--- src/rtl/game_pkg.sv ---
// rtl/game_pkg.sv - shared state encoding, widths and saturation limits for the game sequencer
//
// Contents:
//   game_state_e    : IDLE=0, RUN=1, PAUSED=2, OVER=3
//   SCORE_W/LEVEL_W : score and level widths
//   SCORE_MAX       : score saturation value
//   LEVEL_MAX       : level saturation value
//   level_sat_inc() : level increment that sticks at LEVEL_MAX
package game_pkg;

  typedef enum logic [1:0] {
    ST_IDLE   = 2'd0,
    ST_RUN    = 2'd1,
    ST_PAUSED = 2'd2,
    ST_OVER   = 2'd3
  } game_state_e;

  localparam int unsigned SCORE_W = 16;
  localparam int unsigned LEVEL_W = 3;

  localparam logic [SCORE_W-1:0] SCORE_MAX = 16'hFFFF;
  localparam logic [LEVEL_W-1:0] LEVEL_MAX = 3'd7;

  function automatic logic [LEVEL_W-1:0] level_sat_inc(input logic [LEVEL_W-1:0] lvl);
    if (lvl == LEVEL_MAX) begin
      return lvl;
    end
    return lvl + LEVEL_W'(1);
  endfunction

endpackage

--- src/rtl/game_sequencer_btn_conditioner.sv ---
// rtl/game_sequencer_btn_conditioner.sv - button synchronizer, optional debounce and press detector
//
// Optional feature macro: BTN_DEBOUNCE_EN (adds a stability filter of DEBOUNCE_CYCLES cycles).
//
// Ports:
//   clk_i   : system clock
//   rst_ni  : asynchronous active-low reset
//   btn_ni  : raw button, active-low, asynchronous to clk_i
//   press_o : one-cycle press event (falling edge of the conditioned level)
module btn_conditioner #(
  parameter int unsigned DEBOUNCE_CYCLES = 20000
) (
  input  logic clk_i,
  input  logic rst_ni,
  input  logic btn_ni,
  output logic press_o
);

  logic sync1_q;
  logic sync2_q;
  logic prev_q;
  logic level_w;

  // Released (high) is the reset level so nothing looks like a press after reset.
  always_ff @(posedge clk_i or negedge rst_ni) begin
    if (!rst_ni) begin
      sync1_q <= 1'b1;
      sync2_q <= 1'b1;
    end else begin
      sync1_q <= btn_ni;
      sync2_q <= sync1_q;
    end
  end

`ifdef BTN_DEBOUNCE_EN
  localparam int unsigned CNT_W = (DEBOUNCE_CYCLES > 1) ? $clog2(DEBOUNCE_CYCLES) : 1;
  localparam logic [CNT_W-1:0] CNT_LAST = CNT_W'(DEBOUNCE_CYCLES - 1);

  logic [CNT_W-1:0] cnt_q;
  logic             filt_q;

  // The counter runs only while the synchronized input disagrees with the
  // filtered level; any bounce back to the filtered level restarts it.
  always_ff @(posedge clk_i or negedge rst_ni) begin
    if (!rst_ni) begin
      cnt_q  <= '0;
      filt_q <= 1'b1;
    end else if (sync2_q == filt_q) begin
      cnt_q <= '0;
    end else if (cnt_q == CNT_LAST) begin
      cnt_q  <= '0;
      filt_q <= sync2_q;
    end else begin
      cnt_q <= cnt_q + CNT_W'(1);
    end
  end

  assign level_w = filt_q;
`else
  assign level_w = sync2_q;
`endif

  always_ff @(posedge clk_i or negedge rst_ni) begin
    if (!rst_ni) begin
      prev_q <= 1'b1;
    end else begin
      prev_q <= level_w;
    end
  end

  // Combinational so the event is visible in the cycle the level first reads low.
  assign press_o = prev_q & ~level_w;

endmodule

--- src/rtl/game_sequencer.sv ---
// rtl/game_sequencer.sv - game-flow FSM, tick divider, score and speed level for the dinosaur game
//
// Optional feature macro: BTN_DEBOUNCE_EN (debounce filter in each button conditioner).
//
// Ports:
//   clk        : system clock
//   reset      : asynchronous active-low reset
//   start_btn  : raw start button, active-low
//   pause_btn  : raw pause button, active-low
//   jump_btn   : raw jump button, active-low
//   collision  : player/obstacle overlap, active-high
//   tick       : one-cycle game-tick pulse
//   jump       : jump request, active-low one-cycle pulse
//   pause      : high in every state except RUN
//   game_reset : active-low one-cycle round reset
//   state      : IDLE=0, RUN=1, PAUSED=2, OVER=3
//   score      : ticks survived this round, saturating
//   level      : speed level, saturating at 7
module game_sequencer
  import game_pkg::*;
#(
  parameter int unsigned TICK_DIV        = 50000,
  parameter int unsigned LEVEL_SCORE     = 100,
  parameter int unsigned DEBOUNCE_CYCLES = 20000
) (
  input  logic               clk,
  input  logic               reset,
  input  logic               start_btn,
  input  logic               pause_btn,
  input  logic               jump_btn,
  input  logic               collision,
  output logic               tick,
  output logic               jump,
  output logic               pause,
  output logic               game_reset,
  output logic [1:0]         state,
  output logic [SCORE_W-1:0] score,
  output logic [LEVEL_W-1:0] level
);

  localparam int unsigned DIV_W = (TICK_DIV > 1) ? $clog2(TICK_DIV) : 1;
  localparam logic [DIV_W-1:0] DIV_LAST = DIV_W'(TICK_DIV - 1);

  logic start_press;
  logic pause_press;
  logic jump_press;

  btn_conditioner #(.DEBOUNCE_CYCLES(DEBOUNCE_CYCLES)) u_start_btn (
    .clk_i  (clk),
    .rst_ni (reset),
    .btn_ni (start_btn),
    .press_o(start_press)
  );

  btn_conditioner #(.DEBOUNCE_CYCLES(DEBOUNCE_CYCLES)) u_pause_btn (
    .clk_i  (clk),
    .rst_ni (reset),
    .btn_ni (pause_btn),
    .press_o(pause_press)
  );

  btn_conditioner #(.DEBOUNCE_CYCLES(DEBOUNCE_CYCLES)) u_jump_btn (
    .clk_i  (clk),
    .rst_ni (reset),
    .btn_ni (jump_btn),
    .press_o(jump_press)
  );

  game_state_e        state_q;
  logic [DIV_W-1:0]   div_q;
  logic [DIV_W-1:0]   div_inc;
  logic [SCORE_W-1:0] score_q;
  logic [SCORE_W-1:0] score_d;
  logic [LEVEL_W-1:0] level_q;
  logic [LEVEL_W-1:0] level_d;
  logic               jump_q;
  logic               pause_q;
  logic               game_reset_q;
  logic               tick_w;

  // A collision wins over the tick it coincides with: the round ends on the
  // previous score.
  assign tick_w  = (state_q == ST_RUN) && (div_q == DIV_LAST) && !collision;
  assign div_inc = (div_q == DIV_LAST) ? '0 : div_q + DIV_W'(1);

  // Level only advances on a real score change, so a saturated score cannot
  // keep bumping the level.
  always_comb begin
    score_d = score_q;
    level_d = level_q;
    if (tick_w && (score_q != SCORE_MAX)) begin
      score_d = score_q + SCORE_W'(1);
      if ((32'(score_d) % LEVEL_SCORE) == 0) begin
        level_d = level_sat_inc(level_q);
      end
    end
  end

  always_ff @(posedge clk or negedge reset) begin
    if (!reset) begin
      state_q      <= ST_IDLE;
      div_q        <= '0;
      score_q      <= '0;
      level_q      <= '0;
      jump_q       <= 1'b1;
      pause_q      <= 1'b1;
      game_reset_q <= 1'b1;
    end else begin
      jump_q       <= 1'b1;
      game_reset_q <= 1'b1;
      case (state_q)
        ST_IDLE, ST_OVER: begin
          if (start_press) begin
            state_q      <= ST_RUN;
            pause_q      <= 1'b0;
            game_reset_q <= 1'b0;
            div_q        <= '0;
            score_q      <= '0;
            level_q      <= '0;
          end
        end
        ST_RUN: begin
          if (collision) begin
            state_q <= ST_OVER;
            pause_q <= 1'b1;
          end else begin
            // The cycle a pause is taken still counts as a RUN cycle, so the
            // divider phase carries across the pause unchanged.
            div_q   <= div_inc;
            score_q <= score_d;
            level_q <= level_d;
            if (pause_press) begin
              state_q <= ST_PAUSED;
              pause_q <= 1'b1;
            end else if (jump_press) begin
              jump_q <= 1'b0;
            end
          end
        end
        ST_PAUSED: begin
          if (pause_press) begin
            state_q <= ST_RUN;
            pause_q <= 1'b0;
          end
        end
        default: begin
          state_q <= ST_IDLE;
          pause_q <= 1'b1;
        end
      endcase
    end
  end

  assign tick       = tick_w;
  assign jump       = jump_q;
  assign pause      = pause_q;
  assign game_reset = game_reset_q;
  assign state      = state_q;
  assign score      = score_q;
  assign level      = level_q;

endmodule

--- config.mk ---
export PLATFORM = sky130hd
export DESIGN_NAME = game_sequencer
export DESIGN_NICKNAME = d
export VERILOG_FILES = /design/src/rtl/game_pkg.sv /design/src/rtl/game_sequencer_btn_conditioner.sv /design/src/rtl/game_sequencer.sv
export SDC_FILE = /design/constraint.sdc
export NUM_CORES = 1
export LEC_CHECK = 0
export CORE_MARGIN = 1.5
export CORE_UTILIZATION = 60
export DETAILED_ROUTE_END_ITERATION = 8
export GPL_TIMING_DRIVEN = 1
export PLACE_DENSITY = 0.81
export SLEW_MARGIN = 40
export SYNTH_ARGS = -nofsm -noshare
export SYNTH_HDL_FRONTEND = slang
export SYNTH_HIERARCHICAL = 1
export SYNTH_SLANG_ARGS = --single-unit
--- constraint.sdc ---
create_clock -name clk -period 10.9 [get_ports clk]
set_clock_uncertainty 0.2 [all_clocks]
set_input_delay 2.725 -clock clk [delete_from_list [all_inputs] [get_ports clk]]
set_output_delay 2.725 -clock clk [all_outputs]
set_load 0.01 [all_outputs]
## After elaboration in Yosys (flattened, before gate mapping)

Index checks and enable logic that the tools add are counted.
W data, S select, Z words.

| word-level totals | value |
|---|---|
| bits in registers | 49 |
| bits of input ports | 6 |

| cells by class | value |
|---|---|
| add/subtract/negate cells | 3 |
| divide/modulo/power cells | 1 |
| equality and inequality tests | 13 |
| mux-type cells | 32 |
| bitwise logic cells | 6 |
| reductions and logical operators | 12 |

Operator list:

| cell | number |
|---|---|
| $mux W16 | 5 |
| $pmux W16 S2 | 2 |
| $add A16 B1 Y16 const B | 2 |
| $logic_not A32 Y1 | 1 |
| $mod A16 B7 Y32 const B | 1 |
| $eq A16 B16 Y1 const B | 1 |
| $ne A16 B16 Y1 const B | 1 |
| $mux W3 | 5 |
| $mux W1 | 13 |
| $mux W2 | 4 |
| $ne A2 B2 Y1 const B | 3 |
| $ne A3 B3 Y1 const B | 2 |
| $pmux W2 S3 | 1 |
| $pmux W3 S2 | 1 |
| $reduce_and A3 Y1 | 2 |
| $reduce_and A6 Y1 | 1 |
| $eq A2 B2 Y1 const B | 2 |
| $ne A2 B1 Y1 const B | 2 |
| $reduce_and A4 Y1 | 1 |
| $add A3 B1 Y3 const B | 1 |
| $and A1 B1 Y1 | 3 |
| $eq A3 B3 Y1 const B | 1 |
| $logic_and A1 B1 Y1 | 3 |
| $not A1 Y1 | 3 |
| 6 further kinds | 6 |

## Longest topological paths before layout

| depth | value |
|---|---|
| depth after elaboration | 10 |
| gate-level depth with buffers | 33 |
| gate-level depth less buffers | 30 |

## Hierarchy

The synthesis kept the hierarchy.

Modules (own cells, without submodules):

| module | times used | cells each | area an instance (sq um) |
|---|---|---|---|
| game_sequencer | 1 | 586 | 4,468.0 |
| btn_conditioner | 3 | 4 | 92.6 |

## Worst setup path after synthesis

No wires, ideal clock.

| timing | value |
|---|---|
| path type | register -> register |
| start point | reg score_q[2], in the netlist score[2] |
| end point | reg level_q[0], in the netlist level[0] |
| setup time | 104 ps |
| data arrival time | 7,780 ps |
| required time | 10,596 ps |
| slack | 2,816 ps |
| stages on the path, launching flop included | 33 |
| path buffers | 3 |
| clock period less this slack | 8,084 ps |
| cells stage by stage | dfrtp_1 -> buf_2 -> nand4_1 -> nor4_2 -> xnor2_2 -> clkinv_1 -> ha_1 -> nand2b_1 -> o31ai_4 -> a2111oi_1 -> or3_4 -> and3_1 -> a211o_1 -> or3_1 -> buf_2 -> nor2_1 -> mux2i_1 -> a21o_1 -> o311ai_4 -> nor4b_1 -> or2_1 -> buf_2 -> or4_1 -> and2_0 -> a221o_1 -> o21bai_1 -> a221o_1 -> a21oi_2 -> maj3_1 -> xnor2_1 -> mux2i_2 -> o211ai_1 -> o311ai_1 |

| between the ends | value |
|---|---|
| longest elaborated chain between the ends | 5 |

RTL lines:

| item | line | text |
|---|---|---|
| start, declared | game_sequencer.sv:72 | `logic [SCORE_W-1:0] score_q;` |
| start signal, assigned | game_sequencer.sv:130 | `score_q <= score_d;` |
| $add A16 B1 Y16 | game_sequencer.sv:92 | `score_d = score_q + SCORE_W'(1);` |
| $mod A16 B7 Y32 | game_sequencer.sv:93 | `if ((32'(score_d) % LEVEL_SCORE) == 0) begin` |
| $logic_not A32 Y1 | game_sequencer.sv:93 |  |
| $ne A2 B1 Y1 (no line) | - |  |
| $reduce_and A6 Y1 (no line) (*) | - |  |
| end signal, assigned | game_sequencer.sv:131 | `level_q <= level_d;` |
| end, declared | game_sequencer.sv:74 | `logic [LEVEL_W-1:0] level_q;` |

Every way passes the cells marked *; elsewhere a longest branch is shown, timed or not.
A chain may end at the register's enable or synchronous reset.

## Worst setup path in the final report

| timing | value |
|---|---|
| start point | reg score_q[4], in the netlist score[4] |
| end point | reg level_q[0], in the netlist level[0] |

Same word-level chain as after synthesis.

==> reports/summary.txt <==
Run status -> finished, final reports clean
Pleak -> 2.03 nW
CTS tree -> yes
Endpoints failing setup -> 0
CP endpoint kind -> flip-flop
Number of CTS-inserted buffers -> 5
Cell row count -> 32
DRT iter0 DRCs -> 423
Total GRT Usage -> 30.4%
Fin cells -> 717
Initial antenna violation count -> 0
Die H -> 91.9 um
# diodes -> 0
Dpl ws -> 2.01 ns
Post-route minimum period -> 9.10 ns
Top Ports -> 31
Worst Path Required -> 10.92 ns
Clock transition at path regs -> 0.10 ns
Cell Area, Synth -> 4750 sq um
Largest net degree at the start of global routing -> 50
Setup WS post-layout -> 1.80 ns
Design Area, Final -> 5200 sq um
GRT Residual Overflow -> 0
Post-synthesis sequential area ratio -> 26.2%
Share of the synthesized area in the top cell type -> 19.5%
Antenna-violating nets left -> 0
Number of flops mapped to enable cells by yosys -> 0
Power Density -> 130 nW/um^2
Crit Path Max Fanout -> 12
Die width -> 91.9 um
Final core occ -> 67.6%
DP Area -> 5090 sq um
Residual DRC -> 0
Full die area -> 8450 sq um
Ratio of final minimum period to clock period -> 83.5%
Post-synth cell types -> 97
Layout cells sized above 1 -> 10.6%
Core ar. -> 7690 sq um
Worst-margin pin slew -> 0.819 ns
WS Path Type -> flip-flop to flip-flop
Post-layout power -> 0.675 mW
Slowest cell on the critical path -> dfrtp_1
Critical Path Max Stage Delay -> 0.61 ns
Initial Utilization -> 61.7%
Fmax -> 0.110 GHz
Setup TNS -> 0 ns
Vias -> 4,839
MaxCap Viol Count -> 0
Postcts setup bufs -> 0
Max-slew violations -> 0
Synthesized netlist cell count -> 598
Clock Sinks -> 49
H-Tree Depth -> 2
Routed wire length -> 12,600 um
Worst VDD drop -> 136 uV
Unrepaired setup endpoints after global routing -> false
Post-CTS Resized -> 0
Wire length per cell -> 17.5 um
Vias per inst -> 6.75
Synth Warn # -> 6
Layout area overhead -> 9.54%
Top post-synthesis cells by area -> dfrtp_1, dfstp_2, nand2_1, o21ai_0, xnor2_1
Worst Setup Start Kind -> flip-flop
Min-Delay Path Class -> flip-flop to flip-flop
Fin Hold WS -> 0.162 ns
Number of iterations in the first detailed-routing pass -> 5
GPL Wtd Cong -> 0.914
Nets -> 628
Asr flop ratio synth -> 100%
Worst-skew pair later-pin latency -> 0.31 ns
Net Count, Synth -> 612
First-pass GRT wire length -> 21,100 um
Post-detail-place hpwl -> 9420 um
Flops & latches, synth -> 49
Port bufs -> 30
Vias in the first global route -> 4,463
Final Hold Fails -> 0
Slew headroom -> 45.4%
Clock buffer depth -> 2
Hold buffer count at CTS -> 0
Area leader, netlist -> dfrtp_1
Arr. time, crit path -> 9.11 ns
Clock Tree Root -> clkbuf_8
Commonest register cell after synthesis -> dfrtp_1
Placed instance count -> 709
Avg Inst Size Synth -> 7.94 sq um
area by class of cell:
class | instances | area, sq um
clock buffers | 5 | 68.8
clock inverters | 3 | 21.3
fillers | 655 | 2490
inverters | 12 | 45.0
multi-input cells | 511 | 3360
flip-flops and latches | 49 | 1240
well taps | 102 | 128
repair buffers | 35 | 333
per-layer routing:
layer / global-route usage [%] / vias to the layer above / part of all wire, %
met3: 3.65 / 31 / 5.2
li1: - / 2290 / -
met1: 38.8 / 2311 / 43
met2: 53.1 / 207 / 50
met4: 10.1 / 0 / 2.3
met5: 0 / - / 0
registers in the layout (all words and copies together), names as in the netlist, 2 cells and up:
name,cells
level,3
state,2
score,16
div_q,16
cell families after synthesis:
logic type | synth area share (%)
AO/OA/AOI/OAI | 28.7
XOR/XNOR | 6.78
adder cells (fa/ha/maj) | 2.53
buffers and inverters | 3.48
flip-flops | 26.2
multiplexers | 1.16
AND/OR/NAND/NOR | 31.2
cells in the mapped netlist (12+ instances only):
cell / count
nor2_1: 47
and3_1: 19
a21oi_1: 25
xor2_1: 12
nand3_1: 21
o31ai_1: 12
nand4_1: 16
nor3_1: 22
nand2_1: 78
or3_1: 17
xnor2_1: 21
dfrtp_1: 37
dfstp_2: 12
o21ai_0: 52
buf_2: 15
final timing paths:
kind / from / endpoint / slack (ns) / cells after the start
setup / recovery: score[4] / level[0] / 1.80 / 29
hold reg to reg: u_start_btn/sync1_q / u_start_btn/level_w / 0.16 / 0
hold / removal: u_start_btn/sync1_q / u_start_btn/level_w / 0.16 / 0
max in group asynchronous: reset / score[6] / 7.80 / 2
min in group asynchronous: reset / div_q[6] / 2.29 / 2
setup reg to reg: score[4] / level[0] / 1.80 / 29
where the power goes:
group / switching (mW) / total, mW / internal, mW
clock: 0.0652 / 0.111 / 0.0457
sequential: 0.0356 / 0.246 / 0.210
combinational: 0.197 / 0.318 / 0.122
total: 0.297 / 0.675 / 0.378
cell usage in the layout, fill, tap and decap left out, drive strengths merged, types with 14 or more instances in the layout:
| cell | Yosys | layout |
|---|---|---|
| nand2 | 78 | 78 |
| o21ai | 57 | 57 |
| clkdlybuf4s50 | 0 | 29 |
| nor2 | 48 | 48 |
| nand4 | 16 | 16 |
| nand3 | 24 | 24 |
| o31ai | 14 | 14 |
| a21oi | 26 | 26 |
| xnor2 | 23 | 23 |
| and3 | 19 | 19 |
| nor3 | 24 | 24 |
| or3 | 18 | 18 |
| dfrtp | 37 | 37 |
worst max-delay path: cells and delay by family, from the launching register on:
| kind | cells | cell delay [ns] |
|---|---|---|
| buffers and inverters | 1 | 0.41 |
| muxes | 1 | 0.40 |
| adders and majority gates | 2 | 0.77 |
| AOI/OAI and AO/OA | 13 | 3.30 |
| xor gates and xnor gates | 3 | 0.76 |
| and+or+nand+nor | 9 | 2.54 |
| DFF | 1 | 0.61 |
Note: power is estimated with default switching activity, not from simulation.
